[src/rtl/gt_tx_pkg.sv]
// Shared types and constants for the GT TX idle-inserter slice.
package gt_tx_pkg;

   typedef enum logic [1:0] {
      OFF     = 2'd0,
      STARTUP = 2'd1,
      RUN     = 2'd2
   } state_t;

   localparam logic [1:0]  c_K_IDLE       = 2'b10;
   localparam logic [1:0]  c_K_DATA       = 2'b00;
   localparam logic [15:0] c_IDLE_DEFAULT = 16'hBC95;

endpackage

[src/rtl/gt_tx_skid_fifo.sv]
// Two-entry payload FIFO with occupancy count and synchronous flush.
// A push while full or a pop while empty is ignored.
module gt_tx_skid_fifo (
   input  logic        clk_i,
   input  logic        rst_n_i,
   input  logic        flush_i,
   input  logic        push_i,
   input  logic [15:0] data_i,
   input  logic        pop_i,
   output logic [15:0] data_o,
   output logic [1:0]  count_o
);

   logic [15:0] mem_q [2];
   logic        wr_ptr_q;
   logic        rd_ptr_q;
   logic [1:0]  count_q;
   logic        do_push;
   logic        do_pop;

   // Qualify requests against the current occupancy.
   always_comb begin
      do_pop  = pop_i && (count_q != 2'd0);
      do_push = push_i && (count_q != 2'd2);
   end

   // Storage, pointers and count; flush empties without touching storage.
   always_ff @(posedge clk_i or negedge rst_n_i) begin
      if (!rst_n_i) begin
         mem_q[0] <= '0;
         mem_q[1] <= '0;
         wr_ptr_q <= 1'b0;
         rd_ptr_q <= 1'b0;
         count_q  <= '0;
      end else if (flush_i) begin
         wr_ptr_q <= 1'b0;
         rd_ptr_q <= 1'b0;
         count_q  <= '0;
      end else begin
         if (do_push) begin
            mem_q[wr_ptr_q] <= data_i;
            wr_ptr_q        <= ~wr_ptr_q;
         end
         if (do_pop) begin
            rd_ptr_q <= ~rd_ptr_q;
         end
         case ({do_push, do_pop})
            2'b10:   count_q <= count_q + 2'd1;
            2'b01:   count_q <= count_q - 2'd1;
            default: count_q <= count_q;
         endcase
      end
   end

   assign data_o  = mem_q[rd_ptr_q];
   assign count_o = count_q;

endmodule

[src/rtl/gt_tx_idle_inserter.sv]
// TX framer for the 16-bit 8b/10b GT link: sends a startup IDLE burst, then
// payload words with a forced IDLE at slot 0 of every period and IDLE filler
// when no payload is buffered.
// Option macro TX_TIMESTAMP_EN: data slots carry a free-running 16-bit cycle
// counter instead of FIFO payload (payload input ignored, s_ready_o held 0).
module gt_tx_idle_inserter
   import gt_tx_pkg::*;
#(
   parameter logic [15:0] g_IDLE          = c_IDLE_DEFAULT,
   parameter int unsigned g_IDLE_PERIOD   = 193,
   parameter int unsigned g_STARTUP_IDLES = 64
) (
   input  logic        usrclk_i,
   input  logic        rst_n_i,
   input  logic        en_i,
   input  logic [15:0] s_data_i,
   input  logic        s_valid_i,
   output logic        s_ready_o,
   output logic [15:0] tx_data_o,
   output logic [1:0]  tx_k_o,
   output logic        link_up_o,
   output logic        underrun_o,
   output logic [31:0] data_cnt_o
);

   localparam int unsigned SLOT_W = $clog2(g_IDLE_PERIOD);
   localparam int unsigned SU_W   = (g_STARTUP_IDLES > 1) ? $clog2(g_STARTUP_IDLES) : 1;

   state_t            state_q;
   logic [SLOT_W-1:0] slot_q;
   logic [SU_W-1:0]   su_cnt_q;
   logic [15:0]       tx_data_q;
   logic [1:0]        tx_k_q;
   logic              link_up_q;
   logic              underrun_q;
   logic [31:0]       data_cnt_q;

   logic              data_slot;
   logic              word_avail;
   logic [15:0]       word;
   logic              su_last;
   logic              slot_last;

   assign data_slot = en_i && (state_q == RUN) && (slot_q != '0);
   assign su_last   = (su_cnt_q == SU_W'(g_STARTUP_IDLES - 1));
   assign slot_last = (slot_q == SLOT_W'(g_IDLE_PERIOD - 1));

`ifdef TX_TIMESTAMP_EN
   logic [15:0] ts_q;
   logic        ts_unused;

   assign ts_unused  = ^{s_data_i, s_valid_i};
   assign s_ready_o  = 1'b0;
   assign word_avail = 1'b1;
   assign word       = ts_q;

   // Free-running cycle counter used as the data-slot payload.
   always_ff @(posedge usrclk_i or negedge rst_n_i) begin
      if (!rst_n_i) begin
         ts_q <= '0;
      end else begin
         ts_q <= ts_q + 16'd1;
      end
   end
`else
   logic [1:0]  fifo_cnt;
   logic [15:0] fifo_head;
   logic        fifo_push;
   logic        fifo_pop;

   assign s_ready_o  = (fifo_cnt != 2'd2) && (state_q != OFF);
   assign fifo_push  = s_valid_i && s_ready_o;
   assign word_avail = (fifo_cnt != 2'd0);
   assign fifo_pop   = data_slot && word_avail;
   assign word       = fifo_head;

   // Flushing on en_i low drops buffered words in the same edge that enters OFF.
   gt_tx_skid_fifo u_fifo (
      .clk_i   (usrclk_i),
      .rst_n_i (rst_n_i),
      .flush_i (~en_i),
      .push_i  (fifo_push),
      .data_i  (s_data_i),
      .pop_i   (fifo_pop),
      .data_o  (fifo_head),
      .count_o (fifo_cnt)
   );
`endif

   // Link FSM with slot/startup counters and registered TX outputs.
   always_ff @(posedge usrclk_i or negedge rst_n_i) begin
      if (!rst_n_i) begin
         state_q    <= OFF;
         slot_q     <= '0;
         su_cnt_q   <= '0;
         tx_data_q  <= g_IDLE;
         tx_k_q     <= c_K_IDLE;
         link_up_q  <= 1'b0;
         underrun_q <= 1'b0;
         data_cnt_q <= '0;
      end else begin
         tx_data_q  <= g_IDLE;
         tx_k_q     <= c_K_IDLE;
         underrun_q <= 1'b0;
         if (!en_i) begin
            state_q   <= OFF;
            slot_q    <= '0;
            su_cnt_q  <= '0;
            link_up_q <= 1'b0;
         end else begin
            case (state_q)
               OFF: begin
                  state_q  <= STARTUP;
                  su_cnt_q <= '0;
               end
               STARTUP: begin
                  if (su_last) begin
                     state_q   <= RUN;
                     slot_q    <= '0;
                     link_up_q <= 1'b1;
                  end else begin
                     su_cnt_q <= su_cnt_q + 1'b1;
                  end
               end
               RUN: begin
                  slot_q <= slot_last ? '0 : slot_q + 1'b1;
                  if (data_slot) begin
                     if (word_avail) begin
                        tx_data_q  <= word;
                        tx_k_q     <= c_K_DATA;
                        data_cnt_q <= data_cnt_q + 32'd1;
                     end else begin
                        underrun_q <= 1'b1;
                     end
                  end
               end
               default: begin
                  state_q <= OFF;
               end
            endcase
         end
      end
   end

   assign tx_data_o  = tx_data_q;
   assign tx_k_o     = tx_k_q;
   assign link_up_o  = link_up_q;
   assign underrun_o = underrun_q;
   assign data_cnt_o = data_cnt_q;

endmodule

[config.mk]
export PLATFORM = sky130hd
export DESIGN_NAME = gt_tx_idle_inserter
export DESIGN_NICKNAME = d
export VERILOG_FILES = /design/src/rtl/gt_tx_pkg.sv /design/src/rtl/gt_tx_skid_fifo.sv /design/src/rtl/gt_tx_idle_inserter.sv
export SDC_FILE = /design/constraint.sdc
export NUM_CORES = 1
export LEC_CHECK = 0
export ABC_AREA = 1
export BUFFER_PORTS_ARGS = -buffer_cell sky130_fd_sc_hd__buf_2
export CORE_ASPECT_RATIO = 0.75
export CORE_UTILIZATION = 45
export DETAILED_ROUTE_END_ITERATION = 8
export PLACE_DENSITY = 0.65
export SYNTH_ARGS = -nofsm -noshare
export SYNTH_HDL_FRONTEND = slang
export SYNTH_SLANG_ARGS = --single-unit
[constraint.sdc]
create_clock -name usrclk_i -period 1.6 [get_ports usrclk_i]
set_input_delay 0.24 -clock usrclk_i [delete_from_list [all_inputs] [get_ports usrclk_i]]
set_output_delay 0.24 -clock usrclk_i [all_outputs]
set_load 0.01 [all_outputs]
After elaboration in Yosys (flattened, before gate mapping)
Cells that the tools add are included.
- register bits after elaboration: 104
- output and inout port bits: 53
- add/sub/neg operators: 5
- $lt $le $gt $ge: 3
- eq/ne operators: 17
- mux-type cells: 37
- bitwise gates (word level): 4
- reductions and logical operators: 18
- operators with widths (kind ; count):
    16-bit two-way mux ; 8
    32-bit by 1-bit adder with 32-bit output (second input constant) ; 1
    32-bit bitwise mux ; 1
    8-bit two-way mux ; 3
    16-bit demux with 1-bit select ; 1
    8-bit one-hot mux with 2 select lines ; 1
    2-bit two-way mux ; 7
    6-bit two-way mux ; 2
    6-bit one-hot mux with 2 select lines ; 1
    1-bit two-way mux ; 11
    2-bit AND reduction ; 5
    3-bit by 1-bit inequality test with 1-bit output (second input constant) ; 3
    8-bit by 1-bit adder with 8-bit output (second input constant) ; 1
    8-bit == test (second input constant) ; 1
    1-bit logical AND ; 8
    2-bit by 1-bit inequality test with 1-bit output (second input constant) ; 4
    8-bit nonzero test ; 1
    6-bit by 1-bit adder with 6-bit output (second input constant) ; 1
    6-bit == test (second input constant) ; 1
    3-bit inequality test (second input constant) ; 2
    2-bit one-hot mux with 3 select lines ; 1
    2-bit by 1-bit == test with 1-bit output (second input constant) ; 2
    2-bit == test (second input constant) ; 2
    2-bit greater-or-equal comparator (second input constant) ; 2
    10 further kinds ; 14

Logic depth before layout (Yosys ltp)
- word-level depth: 8
- mapped depth: 10
- depth with buffers taken out: 10

Hierarchy
Synthesis repeated with hierarchy kept, for this count alone.
- cells, all modules: 719
- area, all modules: 5504.0 µm²
- modules (own cells, without submodules) (module ; times used ; cells an instance ; area an instance (µm²)):
    gt_tx_idle_inserter ; 1 ; 514 ; 3681.0
    gt_tx_skid_fifo ; 1 ; 205 ; 1823.0

Worst setup path after synthesis
No wires, ideal clock.
- kind: register to register
- from: reg data_cnt_q[0] (netlist: data_cnt_o[0])
- to: reg data_cnt_q[28] (netlist: data_cnt_o[28])
- library setup time: 117 ps
- data arrival time: 1410 ps
- data required time: 1483 ps
- setup slack: 74 ps
- cell stages (with the launch flop): 11
- buffers on the path: 0
- clock period less this slack: 1526 ps
- path through: dfrtp_1 -> ha_1 -> inv_1 -> nor2_1 -> inv_1 -> nor2_1 -> nand2_1 -> nand2_1 -> nand2_1 -> nand2_1 -> nand2_1
- word-level cells in the longest chain between the ends: 1
- ends and longest elaborated chain (what ; line ; text):
    from (decl) ; gt_tx_idle_inserter.sv:36 ; logic [31:0] data_cnt_q;
    from (signal assigned) ; gt_tx_idle_inserter.sv:131 ; data_cnt_q <= data_cnt_q + 32'd1;
    32-bit by 1-bit adder with 32-bit output ; gt_tx_idle_inserter.sv:131 ;
Every way passes these cells.
A chain may end at the register's enable or synchronous reset.

Worst setup path after layout
- from: reg slot_q[0]
- to: reg data_cnt_q[15] (netlist: data_cnt_o[15])
- word-level cells in the longest chain between the ends: 3
- ends and longest elaborated chain (what ; line ; text):
    from (decl) ; gt_tx_idle_inserter.sv:30 ; logic [SLOT_W-1:0] slot_q;
    from (signal assigned) ; gt_tx_idle_inserter.sv:126 ; slot_q <= slot_last ? '0 : slot_q + 1'b1;
    8-bit nonzero test ; gt_tx_idle_inserter.sv:44 ; assign data_slot = en_i && (state_q == RUN) && (slot_q != '0);
    1-bit logical AND ; gt_tx_idle_inserter.sv:44 ;
    4-bit AND reduction (no source line) ; - ;
Every way passes these cells.

==> results.cfg <==
[worst_setup_path]
arrival_ns = 1.76
path_delay_family = simple AND/OR/NAND/NOR gates
cpMostUsedCell = nand2_2
cp_data_required_time_ns = 1.84
timing.rr.start = slot_q[0]$_DFFE_PN0P_
cp_max_fo = 8
slowest_stage = dfrtp_1
startpoint = slot_q[0]$_DFFE_PN0P_
path_buf_inv = 3
path_class = reg2reg
startpoint_type = flip-flop
worst_path_largest_cell_delay_ns = 0.36
rr_worst_depth = 10
worstReg2RegEnd = data_cnt_o[15]$_DFFE_PN0P_
endpoint_kind = flip-flop
worstPathCellList = inv_2, ha_2, nand2_2, nor2_4, nand2_2, nand3_4, buf_6, clkbuf_16, nand2_1, o21ai_0
reg2reg_slack_ns = 0.08

[drt]
first_pass_iters = 7
ant_nets = 0
drt_iter0_drc = 368
drc = 7
wl_mm = 12.8
vias = 4621
wire_per_inst_um = 13.9
routed_via_density = 5.01

[clocking]
cts_inserted_buffers = 9
clk_pin_slew_ns = 0.08
insertion_delay_ns = 0.35
clock_sinks = 103
cts_root_buffer = clkbuf_16
clockBufferDepth = 2
htree_levels = 3
cts_tree = yes

[synth]
yosys.area_share.simple_pct = 33.2
muxShareOfSynthArea_pct = 0
yosysWarningCount = 0
syn_inst = 680
yosysSeqAreaShare_pct = 50.4
synth_top_area_share_pct = 45.3
synth_nets = 704
synth_area_leaders = dfrtp_1 (45%), nand2_1 (20%), dfstp_2 (5.1%)
synth-xor-area-share_pct = 2.56
synth_top_family_by_area = simple AND/OR/NAND/NOR gates
syn_avg_cell_area_um2 = 7.55
synth.distinct_cells = 29
ys_seq_elements = 103
synth.largest_area_cell = dfrtp_1
synthAdderAreaFrac_pct = 0.975
mappedNetlistArea_mm2 = 0.00513
synth_compound_area_share_pct = 6.77

[hold_path]
hp-class = in2reg
hold_start = s_data_i[14]
min_to = u_fifo.mem_q[14]$_DFFE_PN0P_
holdPathStages = 3

[grt]
grtUsageTotal_pct = 22.0
gr-total-overflow = 0
grt_first_pass_wirelength_mm = 20.5
grt_max_degree = 43
antenna_found_initial = 0
grt_pass1_vias = 4147

[cells_and_area]
stdcell_area_mm2 = 0.00634
utilization_pct = 57.5
layout-drive-gt1-share_pct = 20.2
syn2layout_area_growth_pct = 23.5
nets = 801
fillers = 1028
n_antenna_cell = 0

[pwr]
finalPower_w = 0.00631
pwr_density_cell_mw_per_mm2 = 994
leakage_nw = 3.24
ir_drop_mv = 0.662

[floorplanning]
ios = 73
start_util_pct = 46.6
dieArea_mm2 = 0.0118
die_w_um = 125
die_h_um = 94.5
coreArea_mm2 = 0.0110
num_rows = 33

[place]
port_buffers = 71
dpl_cell_area_mm2 = 0.00584
routabilityCongestion = 0.897
hpwlAfterDp_mm = 8.87

[timing]
setup_viol = 0
slew_violations = 0
fin_crit_ns = 1.52
maxClockFrequency_ghz = 0.658
min_period_over_period_pct = 94.9
rsz0062_at_grt = true
clock_skew_ns = 0.00963
finalHoldViolCount = 0

[outcome]
outcome = finished with violations
violations = design-rule violations

[job]
drv_cap = 0
## report_power, final
| part | internal, W | switching, W | leakage [nW] |
|---|---|---|---|
| logic | 0.000338 | 0.000479 | 1.74 |
| clock network | 0.00110 | 0.00109 | 0.146 |
| registers | 0.00305 | 0.000249 | 1.35 |
## final cells by class
| type | count | area (um2) | share of cell area [%] |
|---|---|---|---|
| inverters | 61 | 234 | 3.69 |
| multi-input cells | 497 | 2290 | 36.1 |
| flip-flops and latches | 103 | 2590 | 40.8 |
| well taps | 140 | 175 | 2.76 |
| clock inverters | 7 | 73.8 | 1.16 |
| clock buffers | 9 | 225 | 3.55 |
| repair buffers | 105 | 757 | 11.9 |
## cell families (layout without fill, tap and decap cells)
kind of cell,after synthesis,in the layout
AOI/OAI and AO/OA,65,65
buffers and inverters,80,182
adders and majority gates,4,4
other,1,1
xor gates and xnor gates,15,15
DFF,103,103
and+or+nand+nor,412,412
## sequential cells by signal, indices dropped and copies added (netlist names)
| name | flops |
|---|---|
| data_cnt_o | 32 |
| slot_q | 8 |
| u_fifo.count_o | 2 |
| state_q | 2 |
| u_fifo.rd_ptr_q | 1 |
| su_cnt_q | 6 |
| tx_data_o | 16 |
| link_up_o | 1 |
| u_fifo.mem_q | 32 |
| tx_k_o | 1 |
| underrun_o | 1 |
| u_fifo.wr_ptr_q | 1 |
## cell usage after synthesis
library cell,n
nor2_2,1
xnor2_1,3
nor3b_1,1
inv_2,4
o31ai_1,1
buf_2,4
conb_1,1
buf_4,1
dfstp_2,10
nor2_1,68
or2_2,1
a21oi_1,10
ha_1,4
o21ai_1,4
nand4_1,14
nand3b_1,14
clkinv_1,1
nor3_1,1
nor2_4,1
dfrtp_1,93
inv_1,56
o21ai_0,48
o31ai_4,1
o21ai_2,1
nand3_4,1
nand2_1,280
nand3_1,30
xor2_1,12
clkbuf_1,14
## through the flow
stage | instances | setup TNS [ns] | hold slack, ns | setup slack [ns]
6_report | 922 | 0 | 0.148 | 0.0810
5_1_grt | 922 | -0.0841 | 0.154 | -0.0293
4_1_cts | 912 | 0 | 0.138 | 0.0281
3_5_place_dp | 895 | -0.0458 | 0.202 | -0.0204
3_3_place_gp | 895 | 0 | 0.189 | 0.0818
2_1_floorplan | 680 | 0 | -0.0556 | 0.0739
## placed cells by master (no fill, tap or decap), types with 2 or more instances in the layout
master	Yosys	final
dfstp_2	10	10
buf_4	1	21
nand3b_1	14	14
dfrtp_1	93	93
nor2_2	1	10
nand3_1	30	29
a21oi_1	10	9
nand2_2	0	3
o21ai_2	1	2
o21ai_0	48	46
buf_12	0	7
inv_8	0	2
ha_1	4	3
xnor2_1	3	3
nand4_1	14	14
nand2_1	280	277
inv_1	56	55
buf_6	0	3
clkbuf_16	0	11
xor2_1	12	12
o21ai_1	4	5
inv_2	4	4
buf_2	4	70
clkinv_4	0	4
nor2_1	68	58
nor2_4	1	2
## how the worst max path moves through the flow
stage / to / slack, ns / depth (start not counted)
detailed placement: u_fifo.count_o[0]$_DFFE_PN0P_ / -0.02 / 11
finish: data_cnt_o[15]$_DFFE_PN0P_ / 0.08 / 10
CTS: u_fifo.count_o[0]$_DFFE_PN0P_ / 0.03 / 11
global placement: u_fifo.count_o[0]$_DFFE_PN0P_ / 0.08 / 11
global route: data_cnt_o[30]$_DFFE_PN0P_ / -0.03 / 9
floorplan: data_cnt_o[28]$_DFFE_PN0P_ / 0.07 / 10
## worst reg2reg max path, delay by kind of cell (launching register included)
kind	cells	cell delay [ns]
compound gates	1	0.07
fa+ha+maj	1	0.18
buf+inv	3	0.38
flops	1	0.36
simple gates	5	0.42
## timing repair
item / 4_1_cts / 5_1_grt
buffers inserted: 0 / 7
gates resized for setup: 2 / 25
endpoints found under the setup margin: 6 / 30
cloned: 0 / 3
hold endpoints to repair: 23 / 0
hold buffers: 1 / 0
pin swaps: 0 / 2
## layer usage
metal	wire [um]	part of all wire, %	global-route usage, %
met1	6580	51	32.2
met2	5520	43	34.0
met3	616	4.8	3.80
met4	94	0.73	5.18
met5	0	0	0
Note: power is estimated with default switching activity, not from simulation.
